## config.mk

```make
export PLATFORM = sky130hd
export DESIGN_NAME = ifetch_buffer
export DESIGN_NICKNAME = d
export VERILOG_FILES = /design/src/rtl/ifetch_pkg.sv /design/src/rtl/ifetch_fifo.sv /design/src/rtl/ifetch_buffer.sv
export SDC_FILE = /design/constraint.sdc
export NUM_CORES = 1
export LEC_CHECK = 0
export CORE_ASPECT_RATIO = 1.5
export CORE_MARGIN = 2
export CORE_UTILIZATION = 50
export DETAILED_ROUTE_END_ITERATION = 8
export PLACE_DENSITY = 0.83
export SLEW_MARGIN = 20
export SYNTH_ARGS = -nofsm -noshare
export SYNTH_HDL_FRONTEND = slang
export SYNTH_SLANG_ARGS = --single-unit
```

## constraint.sdc

```tcl
create_clock -name clk -period 2.5 [get_ports clk]
set_input_delay 0.375 -clock clk [delete_from_list [all_inputs] [get_ports clk]]
set_output_delay 0.375 -clock clk [all_outputs]
set_load 0.02 [all_outputs]
```

## src/rtl/ifetch_pkg.sv

```systemverilog
// ---------------------------------------------------------------------------
// ifetch_pkg
// Shared types and constants for the instruction prefetch buffer.
//   ADDR_W / INSTR_W : address and instruction word widths
//   NOP_WORD         : value presented on instr when no instruction is valid
//   fetch_state_e    : fetch controller states
//   word_align()     : clears the byte-offset bits of an address
// ---------------------------------------------------------------------------
package ifetch_pkg;

    localparam int ADDR_W  = 32;
    localparam int INSTR_W = 32;

    localparam logic [INSTR_W-1:0] NOP_WORD = 32'h0000_0000;

    typedef enum logic [1:0] {
        ST_BOOT,
        ST_FETCH,
        ST_FULL,
        ST_FLUSH
    } fetch_state_e;

    function automatic logic [ADDR_W-1:0] word_align(input logic [ADDR_W-1:0] addr);
        return {addr[ADDR_W-1:2], 2'b00};
    endfunction

endpackage

```

## src/rtl/ifetch_fifo.sv

```systemverilog
// ---------------------------------------------------------------------------
// ifetch_fifo
// Prefetch queue holding instruction words together with their addresses.
//   clk, rst_n          : clock, asynchronous active-low reset
//   push, push_data,
//   push_pc             : write one entry at the tail
//   pop                 : retire the head entry
//   flush               : drop all entries (wins over push/pop)
//   head_data, head_pc  : current head entry (meaningful when count != 0)
//   count               : number of stored entries (0..DEPTH)
// The parent guarantees no push when full and no pop when empty.
// ---------------------------------------------------------------------------
module ifetch_fifo
    import ifetch_pkg::*;
#(
    parameter int DEPTH = 4
) (
    input  logic                       clk,
    input  logic                       rst_n,
    input  logic                       push,
    input  logic [INSTR_W-1:0]         push_data,
    input  logic [ADDR_W-1:0]          push_pc,
    input  logic                       pop,
    input  logic                       flush,
    output logic [INSTR_W-1:0]         head_data,
    output logic [ADDR_W-1:0]          head_pc,
    output logic [$clog2(DEPTH):0]     count
);

    localparam int PTR_W = $clog2(DEPTH);
    localparam int CNT_W = PTR_W + 1;

    logic [INSTR_W-1:0] data_mem [DEPTH];
    logic [ADDR_W-1:0]  pc_mem   [DEPTH];
    logic [PTR_W-1:0]   wr_ptr;
    logic [PTR_W-1:0]   rd_ptr;

    // Storage carries no reset; validity is tracked by count alone.
    always_ff @(posedge clk) begin
        if (push && !flush) begin
            data_mem[wr_ptr] <= push_data;
            pc_mem[wr_ptr]   <= push_pc;
        end
    end

    // Pointers wrap naturally because DEPTH is a power of two.
    always_ff @(posedge clk or negedge rst_n) begin
        if (!rst_n) begin
            wr_ptr <= '0;
            rd_ptr <= '0;
            count  <= '0;
        end else if (flush) begin
            wr_ptr <= '0;
            rd_ptr <= '0;
            count  <= '0;
        end else begin
            if (push) begin
                wr_ptr <= wr_ptr + 1'b1;
            end
            if (pop) begin
                rd_ptr <= rd_ptr + 1'b1;
            end
            count <= count + CNT_W'(push) - CNT_W'(pop);
        end
    end

    assign head_data = data_mem[rd_ptr];
    assign head_pc   = pc_mem[rd_ptr];

endmodule

```

## src/rtl/ifetch_buffer.sv

```systemverilog
// ---------------------------------------------------------------------------
// ifetch_buffer
// Instruction prefetch buffer: issues sequential word fetches to instruction
// memory (fixed one-cycle read latency), queues the returned words with their
// addresses and hands them to the CPU through a valid/ready handshake.
// A redirect flushes the queue and restarts fetching at a new address.
//   clk, rst_n                  : clock, asynchronous active-low reset
//   imem_req, imem_a            : fetch request strobe and word address
//   imem_rvalid, imem_rd        : read response, one cycle after imem_req
//   instr_valid, instr, instr_pc: head of the queue towards the CPU
//   instr_ready                 : CPU accepts the head this cycle
//   redirect, redirect_pc       : taken branch/jump and its target
// ---------------------------------------------------------------------------
module ifetch_buffer
    import ifetch_pkg::*;
#(
    parameter int                DEPTH    = 4,
    parameter logic [ADDR_W-1:0] RESET_PC = 32'h0000_0000
) (
    input  logic                clk,
    input  logic                rst_n,
    output logic                imem_req,
    output logic [ADDR_W-1:0]   imem_a,
    input  logic                imem_rvalid,
    input  logic [INSTR_W-1:0]  imem_rd,
    output logic                instr_valid,
    output logic [INSTR_W-1:0]  instr,
    output logic [ADDR_W-1:0]   instr_pc,
    input  logic                instr_ready,
    input  logic                redirect,
    input  logic [ADDR_W-1:0]   redirect_pc
);

    localparam int              CNT_W     = $clog2(DEPTH) + 1;
    localparam int              OCC_W     = CNT_W + 1;
    localparam logic [OCC_W-1:0] OCC_DEPTH = OCC_W'(DEPTH);

    fetch_state_e       state;
    fetch_state_e       state_next;
    logic [ADDR_W-1:0]  fetch_pc;
    logic [ADDR_W-1:0]  inflight_pc;
    logic               inflight;
    logic               req;
    logic               push;
    logic               pop;
    logic [CNT_W-1:0]   count;
    logic [OCC_W-1:0]   occupancy;
    logic [OCC_W-1:0]   occupancy_next;
    logic [INSTR_W-1:0] head_data;
    logic [ADDR_W-1:0]  head_pc;

    ifetch_fifo #(
        .DEPTH(DEPTH)
    ) u_fifo (
        .clk       (clk),
        .rst_n     (rst_n),
        .push      (push),
        .push_data (imem_rd),
        .push_pc   (inflight_pc),
        .pop       (pop),
        .flush     (redirect),
        .head_data (head_data),
        .head_pc   (head_pc),
        .count     (count)
    );

    // Occupancy reserves a slot for the outstanding request so the queue
    // can never be overrun by a returning response.
    assign occupancy      = OCC_W'(count) + OCC_W'(inflight);
    assign occupancy_next = OCC_W'(count) + OCC_W'(push) - OCC_W'(pop) + OCC_W'(req);

    // A redirect kills both the response arriving now and the head pop.
    assign push = inflight && imem_rvalid && !redirect;
    assign pop  = instr_valid && instr_ready && !redirect;

    always_ff @(posedge clk or negedge rst_n) begin
        if (!rst_n) begin
            state <= ST_BOOT;
        end else begin
            state <= state_next;
        end
    end

    // FULL is left as soon as a pop frees a slot; redirect overrides all.
    always_comb begin
        state_next = state;
        case (state)
            ST_BOOT:  state_next = ST_FETCH;
            ST_FETCH: if (occupancy_next >= OCC_DEPTH) state_next = ST_FULL;
            ST_FULL:  if (occupancy_next < OCC_DEPTH) state_next = ST_FETCH;
            ST_FLUSH: state_next = ST_FETCH;
            default:  state_next = ST_BOOT;
        endcase
        if (redirect) begin
            state_next = ST_FLUSH;
        end
    end

    // The request decision looks only at registered occupancy; a pop in the
    // same cycle is credited on the following cycle.
    always_comb begin
        req = 1'b0;
        if (state == ST_FETCH && !redirect && occupancy < OCC_DEPTH) begin
            req = 1'b1;
        end
        imem_req = req;
        imem_a   = req ? fetch_pc : '0;
    end

    // inflight mirrors last cycle's request, matching the fixed memory latency.
    always_ff @(posedge clk or negedge rst_n) begin
        if (!rst_n) begin
            fetch_pc    <= word_align(RESET_PC);
            inflight    <= 1'b0;
            inflight_pc <= '0;
        end else begin
            inflight <= req;
            if (req) begin
                inflight_pc <= fetch_pc;
            end
            if (redirect) begin
                fetch_pc <= word_align(redirect_pc);
            end else if (req) begin
                fetch_pc <= fetch_pc + 32'd4;
            end
        end
    end

    assign instr_valid = (count != '0);
    assign instr       = instr_valid ? head_data : NOP_WORD;
    assign instr_pc    = instr_valid ? head_pc : '0;

endmodule

```

==> results, run 1 <==
- The run finished, with violations left.
- The checks that failed: setup timing.
- The floorplan step defined a die boundary enclosing approximately 28000 µm².
- The filler cells instantiated in the layout total 1685.
- CTS built an H-tree with a depth of 1.
- The global-route total usage across every layer is 20.9%.
- The shortest period the worst path allows is 2.67 ns.
- The buffer and inverter count on the worst path is 3.
- The total via count after detailed routing is 7646.
- The total area inside the core boundary comes to 26300 µm².
- The count of buffers added on input and output ports is 160.
- The first TritonRoute pass finished after 4 iterations.
- The leakage power summed over all cells is about 6.6 nW.
- The initial antenna violation count is 0.
- The number of nets still failing antenna checks after routing is 0.
- The count of routing violations after the opening detailed-route iteration is 335.
- The die is 204 µm tall.
- The number of inserted diodes is 0.
- The area growth from synthesis to layout is 32.9%.
- The routed wirelength normalized by instance count is 21.4 µm.
- The largest single stage delay on the critical path is 0.39 ns.
- The insertion delay to the later sink of the worst-skew pair is between 0.5 and 0.6 ns.
- The path class of the lowest-slack min-delay path is primary input to register.
- The I/O pin count is roughly 170.
- Counting flops and latches in the post-synthesis netlist gives 318.
- For this run the aggregate overflow at the end of global routing stands at 0.
- The warning count from the yosys run is 0.
- For this design the total switching power over the nets is 5.02 mW.
- The final number of setup-violating endpoints is 85.
- Data on the critical path is required at its endpoint by about 2.1 ns.
- The most common flop cell mapped by yosys is edfxtp_1.
- The detail-routed via count per cell is 5.56.
- The worst ir drop on vdd is 0.000630 V.
- The die is between 100 and 150 µm wide.
- TritonCTS built the clock tree.
- For this block, the routed nets add up to 29.4 mm of wire.
- The number of nets in the layout is 1095.
- The switching share of power is 28.8%.
- Setup repair after global routing could not meet its margin everywhere.
- After clock tree synthesis, the clock-pin slew on the worst setup and hold paths is 0.07 ns.
- The synthesized design contains approximately 250 enable-type register cells.
- The internal power summed over all cells is 12.4 mW.
- The first global-routing pass estimated 44.2 mm of wire.
- The weighted congestion at the end of routability-driven global placement is 0.854.
- The slew of the pin with the lowest slew margin is 0.649 ns.
- The netlist area before placement is 13300 µm².
- The signal on the critical path passes through ha_2 > or3_4 > o221ai_4 > nand3_4 > clkinv_8 > clkbuf_16 > and2_4 > buf_6.
- The post-synthesis cell type count is 63.
- The slowest library cell on the worst path is dfrtp_1.
- Measured on the finished design, the core utilization comes to 67.1%.
- The longest clock path from root to sink contains 3 buffers.
- The initial utilization of the core area, before any placement, comes to 50.5%.
- The via count of the first global-routing pass was 8152.
- In this run, the combinational gates consume 34.3% of the power.
- Sequential elements use 69.3% of the synthesized area.
- The total design power is 17.4 mW.
- The max-slew violation count was 0.
- The final hold violation count was 0.
- In this run, CTS created clock tree buffers numbering 28.
- In this run the worst path has a maximum fanout of 5.
- Across the run, the number of max-cap violations was 0.
- The data arrival time of the worst path is 2.29 ns.
- The proportion of layout cells with a drive suffix above 1 is 41.8%.
- STA classifies the critical path endpoint as an output port.
- The CTS root buffer is clkbuf_16.
- The largest net degree at the start of global routing is 56.
- A synthesized cell averages 17.2 µm².
- Dividing total power by cell area gives a power density of 987 nW/µm².
- Per report_power, the sequential group accounts for ~39% of the total.
- The worst pin sits at a relative slew slack of 56.8%.
- The top achievable clock speed is roughly 380 MHz.
- The final worst-path cycle share is 107%.
- The critical setup path kind is register to output port.
- For this run, design rule violations remaining after detail routing come to 0.
- On the final layout, the worst clock skew is ~0.011 ns.
- The number of instances in the synthesized netlist is 770.
- The placed wire-length estimate is 17.8 mm.
- The count of clock tree sinks is about 320.
- The clock network accounts for 26.5% of the total power.
- The async set-or-reset flop fraction in the synthesized netlist is 22.0%.
- The startpoint type of the worst setup path is a register.
- The floorplan has 73 rows.
- The slack of the critical path is -0.165 ns.
- Among cell families on the critical path, the largest total delay comes from simple AND/OR/NAND/NOR gates.
==> synth_stat cells, types with 2 or more instances <==
library cell | count | share of area, %
a21o_1 | 29 | 1.6
a21oi_1 | 2 | 0.075
and2_1 | 93 | 4.4
and3_1 | 2 | 0.094
and4_1 | 6 | 0.40
buf_1 | 2 | 0.057
buf_2 | 11 | 0.41
buf_4 | 5 | 0.28
buf_6 | 3 | 0.25
clkbuf_1 | 22 | 0.62
dfrtp_1 | 70 | 13
edfxtp_1 | 248 | 56
ha_1 | 10 | 0.94
inv_1 | 11 | 0.31
mux2_2 | 7 | 0.59
mux4_2 | 62 | 11
nand2_1 | 43 | 1.2
nand3_1 | 13 | 0.49
nand4_1 | 8 | 0.38
nand4_4 | 2 | 0.32
nor2_1 | 13 | 0.37
nor2b_1 | 3 | 0.14
nor3_1 | 7 | 0.26
nor4_2 | 9 | 0.85
nor4_4 | 4 | 0.64
o21ai_0 | 12 | 0.45
o21ai_1 | 9 | 0.34
o311ai_0 | 2 | 0.13
xnor2_1 | 18 | 1.2
xor2_1 | 11 | 0.73
==> layout by cell type (no fill, tap or decap), drive strengths merged, types with 7 or more instances in the layout <==
cell type | netlist | routed
nor2 | 14 | 14
and2 | 94 | 94
nor3 | 8 | 8
mux4 | 62 | 62
a21o | 29 | 29
xnor2 | 18 | 18
nand4 | 11 | 11
and4 | 7 | 7
clkinv | 0 | 10
mux2 | 8 | 8
nor4 | 13 | 13
inv | 12 | 11
edfxtp | 248 | 248
buf | 22 | 188
clkdlybuf4s50 | 0 | 64
nand3 | 15 | 15
clkbuf | 22 | 36
o21ai | 21 | 21
ha | 10 | 10
xor2 | 11 | 11
nand2 | 43 | 43
dfrtp | 70 | 70
==> sequential cells by signal (all words and copies together) (netlist names) <==
signal and cells:
u_fifo.data_mem 128, fetch_pc 30, state 2, u_fifo.rd_ptr 2, u_fifo.wr_ptr 2, inflight_pc 30, inflight 1, u_fifo.pc_mem 120
u_fifo.count 3
==> power groups by stage <==
stage	registers [mW]	clock network (mW)	logic (mW)
after floorplan	6.74	0	2.69
after global placement	6.87	0	4.49
after detailed placement	6.93	0	4.56
after CTS	6.82	4.68	5.40
after global routing	6.89	4.87	6.35
final	6.83	4.61	5.98
==> per-stage QoR <==
step	instances	instance area (µm²)	setup slack [ns]	setup TNS [ns]	hold slack (ns)
floorplan	773	13300	0.0837	0	0.0794
global placement	1283	15700	-0.0964	-1.64	0.430
detailed placement	1283	15700	-0.130	-2.85	0.436
CTS	1366	17200	-0.180	-7.77	0.168
global route	1374	17600	-0.241	-11.25	0.195
finish	1374	17600	-0.165	-6.30	0.207
==> kinds of logic after synthesis <==
group	synth area share, %
buffers and inverters	2.12
multiplexers	11.3
AND/OR/NAND/NOR	10.9
AO/OA/AOI/OAI	3.37
other	0.0282
adder cells (fa/ha/maj)	1.09
flip-flops	69.3
XOR/XNOR	1.91
==> worst min-delay path, delay by kind of cell <==
kind,cells,cell delay (ns)
buffers and inverters,2,0.26
and+or+nand+nor,1,0.09
==> final timing paths <==
check | slack [ns] | startpoint | endpoint | depth (start not counted)
min in group asynchronous | 0.38 | rst_n | fetch_pc[14] | 2
max reg2reg | 0.13 | u_fifo.count[1] | state[1] | 11
min reg2reg | 0.52 | inflight_pc[30] | u_fifo.pc_mem[3][30] | 0
min | 0.21 | redirect | state[0] | 3
max | -0.17 | u_fifo.count[2] | imem_a[5] | 8
max in group asynchronous | 1.43 | rst_n | inflight_pc[28] | 3
==> repair_timing <==
action | in CTS | in global routing
setup endpoints to repair | 96 | 92
hold endpoints to repair | 26 | 0
setup buffers | 25 | 9
pin swaps | 6 | 7
hold buffers | 1 | 0
gates resized for setup | 581 | 109
gates cloned | 6 | 2
==> layer usage <==
| metal | wire, µm | track usage (%) | part of all wire [%] |
|---|---|---|---|
| met1 | 10900 | 24.8 | 37 |
| met2 | 16300 | 38.6 | 55 |
| met3 | 1300 | 2.49 | 4.4 |
| met4 | 910 | 7.73 | 3.1 |
| met5 | 0 | 0 | 0 |
==> area by class of cell <==
cell class	instances	area, µm²	area share [%]
Multi-Input combinational cell	399	4070	23.1
Timing Repair Buffer	256	2900	16.4
Clock inverter	18	245	1.39
Tap cell	337	422	2.39
Sequential cell	318	9200	52.2
Inverter	12	57.6	0.326
Clock buffer	34	744	4.22
No activity file was read; power rests on OpenSTA's default activity.
==> inputs of run 2 (changes only) <==
--- a/config.mk
+++ b/config.mk
@@ -5,10 +5,13 @@
 export SDC_FILE = /design/constraint.sdc
 export NUM_CORES = 1
 export LEC_CHECK = 0
+export CAP_MARGIN = 20
 export CORE_ASPECT_RATIO = 1.5
 export CORE_MARGIN = 2
 export CORE_UTILIZATION = 50
+export CTS_CLUSTER_SIZE = 16
 export DETAILED_ROUTE_END_ITERATION = 8
+export GPL_TIMING_DRIVEN = 0
 export PLACE_DENSITY = 0.83
 export SLEW_MARGIN = 20
 export SYNTH_ARGS = -nofsm -noshare
==> run 2 against run 1 <==
  * The run still ends with setup timing left
  * First-iteration DRC count rose by 55%
  * Hold slack improved by 0.071 ns
  * Combinational power rose by 8.0%
  * Count of clock-buffer cells in the layout rose by 2
  * Cell area fell by 0.41%
  * Non-clock buffer count rose by 5
  * Power rose by 1.4%
  * Critical path depth did not move
  * Critical endpoint is now imem_a[16]
  * Highest routed layer unchanged
==> results, run 2 (synthesized netlist as in run 1, its figures left out) <==
- The I/O pin count was 167 (unchanged).
- The detail-routed via count per cell is 5.70 (was 5.56).
- The area inside the core boundary was 26300 µm² (unchanged).
- The total instance count after detailed placement came to 1275 (was 1283).
- List of cells traversed by the critical path: ha_4 > or3_4 > o221ai_4 > nand3_4 > buf_4 > buf_12 > nor2_4 > buf_6 (was ha_2 > or3_4 > o221ai_4 > nand3_4 > clkinv_8 > clkbuf_16 > and2_4 > buf_6).
- The multi-input logic area is 4100 µm² (was 4070 µm²).
- The count of clock tree sinks is 318 (unchanged).
- The setup TNS after final layout is -10.64 ns (was -6.30 ns).
- The worst endpoint required time is 2.12 ns (about the same).
- Regs by FF count: u_fifo.data_mem (128), u_fifo.pc_mem (120) (unchanged).
- The number of detailed-routing iterations run before antenna repair is 5 (was 4).
- The global-route total usage across every layer came to 21.0% (was 20.9%).
- The floorplan die width is 137 µm (unchanged).
- The initial antenna violation count was 0 (unchanged).
- The leakage power summed over all cells is 6.61 nW (about the same).
- The slack of the critical path came to -0.248 ns (was -0.165 ns).
- The number of buffers added on ports is 160 (unchanged).
- The startpoint of the worst register-to-register path is u_fifo.count[2] (was u_fifo.count[1]).
- Outcome: complete, but fails checks (unchanged).
- The CTS root buffer is clkbuf_16 (unchanged).
- The effective utilization at floorplan is 50.5% (unchanged).
- The number of buffers inserted during clock tree synthesis was 28 (unchanged).
- The worst ir drop on vdd is 0.000649 V (was 0.000630 V).
- The largest register by flop count is u_fifo.data_mem (unchanged).
- The endpoint class of the critical path is an output port (unchanged).
- The max-slew violation count came to 0 (unchanged).
- The count of filler cells inserted in the layout came to 1711 (was 1685).
- RSZ-0062 raised after global routing: yes (unchanged).
- The largest net degree at the start of global routing is 47 (was 56).
- The worst slew margin relative to its limit is 60.4% (was 56.8%).
- The data arrival time of the worst path is 2.37 ns (was 2.29 ns).
- The residual overflow from global routing was 0 (unchanged).
- The number of nets in the layout is 1101 (was 1095).
- The startpoint type of the worst setup path is a register (unchanged).
- The slew of the pin with the lowest slew margin is 0.593 ns (was 0.649 ns).
- The top fanout value on the critical path is 6 (was 5).
- The most common cell after layout, fill and taps aside was edfxtp_1 (unchanged).
- The slowest library cell on the worst path is dfrtp_1 (unchanged).
- The routed wire length came to 31.0 mm (was 29.4 mm).
- The placed wire-length estimate is 18.7 mm (was 17.8 mm).
- Highest-count cells in the layout ignoring fill and taps: edfxtp_1 (248), buf_6 (79), and2_4 (79), dfrtp_1 (68), clkdlybuf4s50_1 (65) (was edfxtp_1 (248), buf_6 (101), and2_4 (89), dfrtp_1 (68), clkdlybuf4s50_1 (64)).
- The number of cell rows is 73 (unchanged).
- The number of levels the H-tree was split into is 1 (unchanged).
- The layout-stage area growth over the synthesis result was 32.3% (was 32.9%).
- The CTS clock-pin slew for the worst setup and hold paths was 0.07 ns (about the same).
- The worst hold margin is 0.278 ns (was 0.207 ns).
- The stage delay of the slowest cell on the critical path is 0.43 ns (was 0.39 ns).
- The final worst-path cycle share is 110% (was 107%).
- The first-pass GRT wire length is 44.1 mm (was 44.2 mm).
- The proportion of layout cells with a drive suffix above 1 is 40.5% (was 41.8%).
- The y dimension of the die came to 204 µm (unchanged).
- The final number of setup-violating endpoints is 92 (was 85).
- The total via count after detailed routing is 7871 (was 7646).
- The count of routing violations after the opening detailed-route iteration came to 520 (was 335).
- The weighted congestion at the end of routability-driven global placement is 0.879 (was 0.854).
- The count of non-filler cells in the finished layout came to 1380 (was 1374).
- The critical register-to-register path endpoint is state[1] (unchanged).
- The worst-case setup slack after placement is -0.649 ns (was -0.130 ns).
- The number of inserted diodes came to 0 (unchanged).
- The insertion delay to the later sink of the worst-skew pair was 0.55 ns (about the same).
- The logic depth of the worst register-to-register path is 12 (was 11).
- The routed wirelength normalized by instance count came to 22.4 µm (was 21.4 µm).
- The power density of the placed cells came to 1010 nW/µm² (was 987 nW/µm²).
- The maximum buffer depth of the clock tree came to 3 (unchanged).
- The shortest period the worst path allows came to 2.75 ns (was 2.67 ns).
- The number of flip-flops under the largest register name is 128 (unchanged).
- The top achievable clock speed came to 364 MHz (was 375 MHz).
- Failing checks: setup timing (unchanged).
- The number of nets still failing antenna checks after routing is 0 (unchanged).
- The critical setup path kind is register to output port (unchanged).
- The path class of the lowest-slack min-delay path is primary input to async pin (was primary input to register).
- The via count of the first global-routing pass is 8052 (was 8152).
- The footprint of the flip-flops and latches is 9200 µm² (about the same).
- The max-capacitance violation count came to 0 (unchanged).
- The clock tree from TritonCTS is yes (unchanged).
- The clock skew after layout is 0.0176 ns (was 0.0113 ns).
- The final hold violation count is 0 (unchanged).
- The DRC violation count after routing is 0 (unchanged).
- The die footprint is 27900 µm² (unchanged).
- The minimum setup slack among reg-to-reg paths is -0.15 ns (was 0.13 ns).
[run 2: cell types whose count changed in the layout (fill, tap and decap cells not counted), sizes merged, moves of 2 or more]
cell	delta
buf	-21
bufinv	-3
clkbuf	+27
clkinvlp	-2
inv	+4
[run 2: how the worst max path moves through the flow]
stage	from	end	slack [ns]
floorplan	u_fifo.count[2]	state[1]	0.08
global placement	rst_n	inflight_pc[28]	-1.32
detailed placement	redirect	state[1]	-0.65
CTS	u_fifo.count[1]	imem_a[14]	-0.23
global route	u_fifo.count[2]	imem_a[15]	-0.30
finish	u_fifo.count[2]	imem_a[16]	-0.25
[run 2: layout make-up]
type / instances / share of cell area [%]
clock buffer: 36 / 4.45
inverter: 12 / 0.285
tap: 337 / 2.40
clock inverter: 16 / 0.926
buffer: 42 / 2.58
timing repair buffer: 219 / 13.6
sequential: 318 / 52.4
multi-input combinational: 399 / 23.3
timing repair inverter: 1 / 0.0356
[run 2: timing repair]
item | CTS | global route
setup endpoints to repair | 96 | 86
gates cloned | 3 | 11
gates resized for setup | 559 | 166
setup buffers | 26 | 16
hold endpoints to repair | 24 | 0
pin swaps | 7 | 22
hold buffers | 1 | 0
[run 2: per-stage QoR]
step	area, µm²	power, mW	utilization (%)
after floorplan	13300	9.43	-
after global placement	15300	11.2	58.2
after detailed placement	15400	11.4	58.7
after CTS	16700	16.1	63.6
after global routing	17600	18.3	66.8
final	17600	17.7	66.8
[run 2: power by group]
group | switching (mW) | internal [mW] | leakage (nW) | total, mW
logic | 2.92 | 3.54 | 3.03 | 6.46
clock network | 1.85 | 2.52 | 0.463 | 4.38
registers | 0.460 | 6.37 | 3.11 | 6.83
total | 5.23 | 12.4 | 6.61 | 17.7
[run 2: worst max-delay path: cells and delay by family, from the launching register on]
kind                       cells  cell delay (ns)
AOI/OAI and AO/OA              1             0.10
DFF                            1             0.43
and+or+nand+nor                3             0.67
adders and majority gates      1             0.18
buffers and inverters          3             0.45
[run 2: per-layer routing]
metal | wire length, µm | GRT usage, %
met4 | 974 | 7.47
met3 | 1400 | 2.46
met5 | 0 | 0
met1 | 11300 | 24.9
met2 | 17300 | 38.8
==> inputs of run 3 (changes only) <==
--- a/config.mk
+++ b/config.mk
@@ -5,7 +5,7 @@
 export SDC_FILE = /design/constraint.sdc
 export NUM_CORES = 1
 export LEC_CHECK = 0
-export CAP_MARGIN = 20
+export CAP_MARGIN = 25
 export CORE_ASPECT_RATIO = 1.5
 export CORE_MARGIN = 2
 export CORE_UTILIZATION = 50
@@ -13,7 +13,6 @@
 export DETAILED_ROUTE_END_ITERATION = 8
 export GPL_TIMING_DRIVEN = 0
 export PLACE_DENSITY = 0.83
-export SLEW_MARGIN = 20
 export SYNTH_ARGS = -nofsm -noshare
 export SYNTH_HDL_FRONTEND = slang
 export SYNTH_SLANG_ARGS = --single-unit
==> run 3 against run 2 <==
  * The run still ends with setup timing left
  * Critical path depth unchanged
  * Hold slack improved by 0.094 ns
  * Clock power increased by 3%
  * Fmax is 0.46% lower
  * Combinational power rose by 3%
  * Power rose by 1.6%
  * Via count down 0.65%
  * Register-to-register slack about the same
  * First-iteration DRC count rose by 1.7%
  * Utilization increased by 0.64 points
  * Die area is the same
  * Critical path type unchanged
==> results, run 3 (synthesized netlist as in run 1, its figures left out) <==
- The routed length on met2 was 17.2 mm (was 17.3 mm).
- The sequential group share of total power is 38.0% (was 38.6%).
- The leakage power summed over all cells is 6.67 nW (was 6.61 nW).
- The CTS clock-pin slew for the worst setup and hold paths is 0.07 ns (about the same).
- The number of inserted diodes is 0 (unchanged).
- The count of clock tree sinks was 318 (unchanged).
- The internal power summed over all cells is 12.7 mW (was 12.4 mW).
- The proportion of layout cells with a drive suffix above 1 came to 41.8% (was 40.5%).
- The final worst-path cycle share is 110% (about the same).
- Counting stages on the worst path, the most repeated cell is buf_12.
- The largest net degree at the start of global routing is 71 (was 47).
- The number of nets in the layout is 1105 (was 1101).
- The final number of setup-violating endpoints is 93 (was 92).
- The highest routed metal layer is met4 (unchanged).
- The weighted congestion at the end of routability-driven global placement was 0.879 (unchanged).
- The switching component of the power is 5.21 mW (was 5.23 mW).
- The setup TNS after final layout is -11.93 ns (was -10.64 ns).
- List of cells traversed by the critical path: ha_4 > or3_4 > o221ai_4 > nand3_4 > buf_12 > buf_12 > nor2_4 > buf_6 (was ha_4 > or3_4 > o221ai_4 > nand3_4 > buf_4 > buf_12 > nor2_4 > buf_6).
- The number of cell rows is 73 (unchanged).
- The clock tree from TritonCTS is yes (unchanged).
- The maximum buffer depth of the clock tree was 3 (unchanged).
- The slew of the pin with the lowest slew margin is 0.904 ns (was 0.593 ns).
- The switching share of power was 29.1% (was 29.6%).
- The number of levels the H-tree was split into is 1 (unchanged).
- Outcome: complete, but fails checks (unchanged).
- The layout-stage area growth over the synthesis result is 33.6% (was 32.3%).
- The buffer and inverter count on the worst path is 3 (unchanged).
- The detail-routed via count per cell is 5.66 (was 5.70).
- Regs by FF count: u_fifo.data_mem (128), u_fifo.pc_mem (120) (unchanged).
- The number of detailed-routing iterations run before antenna repair was 5 (unchanged).
- The largest register by flop count is u_fifo.data_mem (unchanged).
- The insertion delay to the later sink of the worst-skew pair was 0.54 ns (was 0.55 ns).
- The global-route total usage across every layer is 21.5% (was 21.0%).
- The endpoint class of the critical path is an output port (unchanged).
- The top fanout value on the critical path is 8 (was 6).
- The initial antenna violation count is 0 (unchanged).
- The startpoint of the worst register-to-register path was u_fifo.count[2] (unchanged).
- The clock network fraction of total power is 25.0% (was 24.8%).
- The max-slew violation count is 0 (unchanged).
- The via count of the first global-routing pass is 8144 (was 8052).
- The kind of cell adding the most delay to the critical path is simple AND/OR/NAND/NOR gates (unchanged).
- The routed wirelength normalized by instance count is 22.2 µm (was 22.4 µm).
- The first-pass GRT wire length is 45.2 mm (was 44.1 mm).
- The cell count along the critical path is 8 (unchanged).
- The number of buffers added on ports is 160 (unchanged).
- The final hold violation count is 0 (unchanged).
- Highest-count cells in the layout ignoring fill and taps: edfxtp_1 (248), buf_6 (98), and2_4 (87), dfrtp_1 (68), clkdlybuf4s50_1 (65) (was edfxtp_1 (248), buf_6 (79), and2_4 (79), dfrtp_1 (68), clkdlybuf4s50_1 (65)).
- The y dimension of the die came to 204 µm (unchanged).
- The number of buffers inserted during clock tree synthesis was 27 (was 28).
- The capture point of the critical path is imem_a[20] (was imem_a[16]).
- The worst slew margin relative to its limit is 39.7% (was 60.4%).
- The total design power is 17.9 mW (was 17.7 mW).
- The path class of the lowest-slack min-delay path was primary input to register (was primary input to async pin).
- The die footprint is 27900 µm² (unchanged).
- The top achievable clock speed came to 362 MHz (was 364 MHz).
- The worst ir drop on vdd is 0.000701 V (was 0.000649 V).
- The data arrival time of the worst path is 2.39 ns (was 2.37 ns).
- The final core utilization is 67.4% (was 66.8%).
- The I/O pin count is 167 (unchanged).
- The launch point of the critical path was u_fifo.count[1] (was u_fifo.count[2]).
- The startpoint type of the worst setup path was a register (unchanged).
- The slowest library cell on the worst path is dfrtp_2 (was dfrtp_1).
- The stage delay of the slowest cell on the critical path came to 0.45 ns (was 0.43 ns).
- The wire length on met1 is 10.9 mm (was 11.3 mm).
- The number of nets still failing antenna checks after routing came to 0 (unchanged).
- The critical register-to-register path endpoint is state[1] (unchanged).
- RSZ-0062 raised after global routing: yes (unchanged).
- The logic depth of the worst register-to-register path is 11 (was 12).
- The critical setup path kind was register to output port (unchanged).
- The routed wire length on met3 is 1.53 mm (was 1.40 mm).
- The routed wire length is 30.7 mm (was 31.0 mm).
- The placed wire-length estimate is 18.4 mm (was 18.7 mm).
- The minimum setup slack among reg-to-reg paths came to -0.15 ns (about the same).
- The worst endpoint required time is 2.12 ns (about the same).
- The total via count after detailed routing came to 7820 (was 7871).
- The CTS root buffer is clkbuf_16 (unchanged).
- The part of the total power dissipated in combinational logic is 37.0% (was 36.6%).
- The worst hold margin is 0.372 ns (was 0.278 ns).
- The shortest period the worst path allows is 2.76 ns (was 2.75 ns).
- The most common cell after layout, fill and taps aside is edfxtp_1 (unchanged).
- The clock skew after layout is 0.0138 ns (was 0.0176 ns).
- The max-capacitance violation count is 0 (unchanged).
- The DRC violation count after routing is 0 (unchanged).
- The number of flip-flops under the largest register name came to 128 (unchanged).
- The area inside the core boundary is 26300 µm² (unchanged).
- The effective utilization at floorplan is 50.5% (unchanged).
- The count of routing violations after the opening detailed-route iteration is 529 (was 520).
- The power density of the placed cells is 1010 nW/µm² (about the same).
- The floorplan die width is 137 µm (unchanged).
- The slack of the critical path is -0.261 ns (was -0.248 ns).
- The residual overflow from global routing is 0 (unchanged).
- Failing checks: setup timing (unchanged).
## run 3: cell types whose count changed in the layout (fill, tap and decap cells not counted), moves of 2 or more
cell / change
buf_6: +19
buf_4: -4
bufinv_16: +2
clkbuf_16: -4
buf_2: -8
inv_6: -3
clkinv_1: -2
clkbuf_2: -2
and2_1: -8
buf_12: +3
and2_4: +8
inv_8: +2
## run 3: how the worst min path moves through the flow
stage                          from                  end  depth (start not counted)
floorplan                     rst_n         fetch_pc[10]                          0
global placement     inflight_pc[3]  u_fifo.pc_mem[1][3]                          0
detailed placement   inflight_pc[3]  u_fifo.pc_mem[1][3]                          0
CTS                 redirect_pc[24]         fetch_pc[24]                          3
global route        redirect_pc[24]         fetch_pc[24]                          3
finish              redirect_pc[24]         fetch_pc[24]                          3
## run 3: cell type report
| type | count | area [µm²] |
|---|---|---|
| Clock inverter | 14 | 201 |
| Multi-Input combinational cell | 399 | 4130 |
| Timing Repair inverter | 1 | 11.3 |
| Sequential cell | 318 | 9200 |
| Inverter | 12 | 52.6 |
| Timing Repair Buffer | 227 | 2550 |
| Buffer | 39 | 412 |
| Fill cell | 1669 | 8570 |
| Clock buffer | 35 | 757 |
| Tap cell | 337 | 422 |
## run 3: through the flow
step	setup slack, ns	area (µm²)	cells
after floorplan	0.0837	13300	773
after global placement	-1.32	15300	1270
after detailed placement	-0.640	15400	1274
after CTS	-0.242	17500	1368
after global routing	-0.311	17700	1382
final	-0.261	17700	1382
## run 3: tightest hold or removal path: cells and delay by family
family,cells,cell delay (ns)
AND/OR/NAND/NOR,1,0.06
buffers and inverters,1,0.39
AO/OA/AOI/OAI,1,0.05
## run 3: power groups by stage
stage / sequential [mW] / combinational, mW / clock, mW
2_1_floorplan: 6.74 / 2.69 / 0
3_3_place_gp: 6.83 / 4.42 / 0
3_5_place_dp: 6.89 / 4.48 / 0
4_1_cts: 6.79 / 6.32 / 4.55
5_1_grt: 6.87 / 6.99 / 4.73
6_report: 6.81 / 6.64 / 4.49
## run 3: repair_timing
item / in CTS / in global routing
gates cloned: 9 / 4
endpoints found under the setup margin: 96 / 94
buffers inserted: 37 / 15
hold buffers: 1 / 0
gates resized for setup: 727 / 44
pin swaps: 13 / 16
hold endpoints to repair: 66 / 0
## run 3: per-layer routing
metal | up-vias | global-route usage [%]
met5 | - | 0
met3 | 70 | 2.81
met2 | 305 | 39.5
met1 | 3997 | 25.5
met4 | 0 | 7.81
li1 | 3448 | -
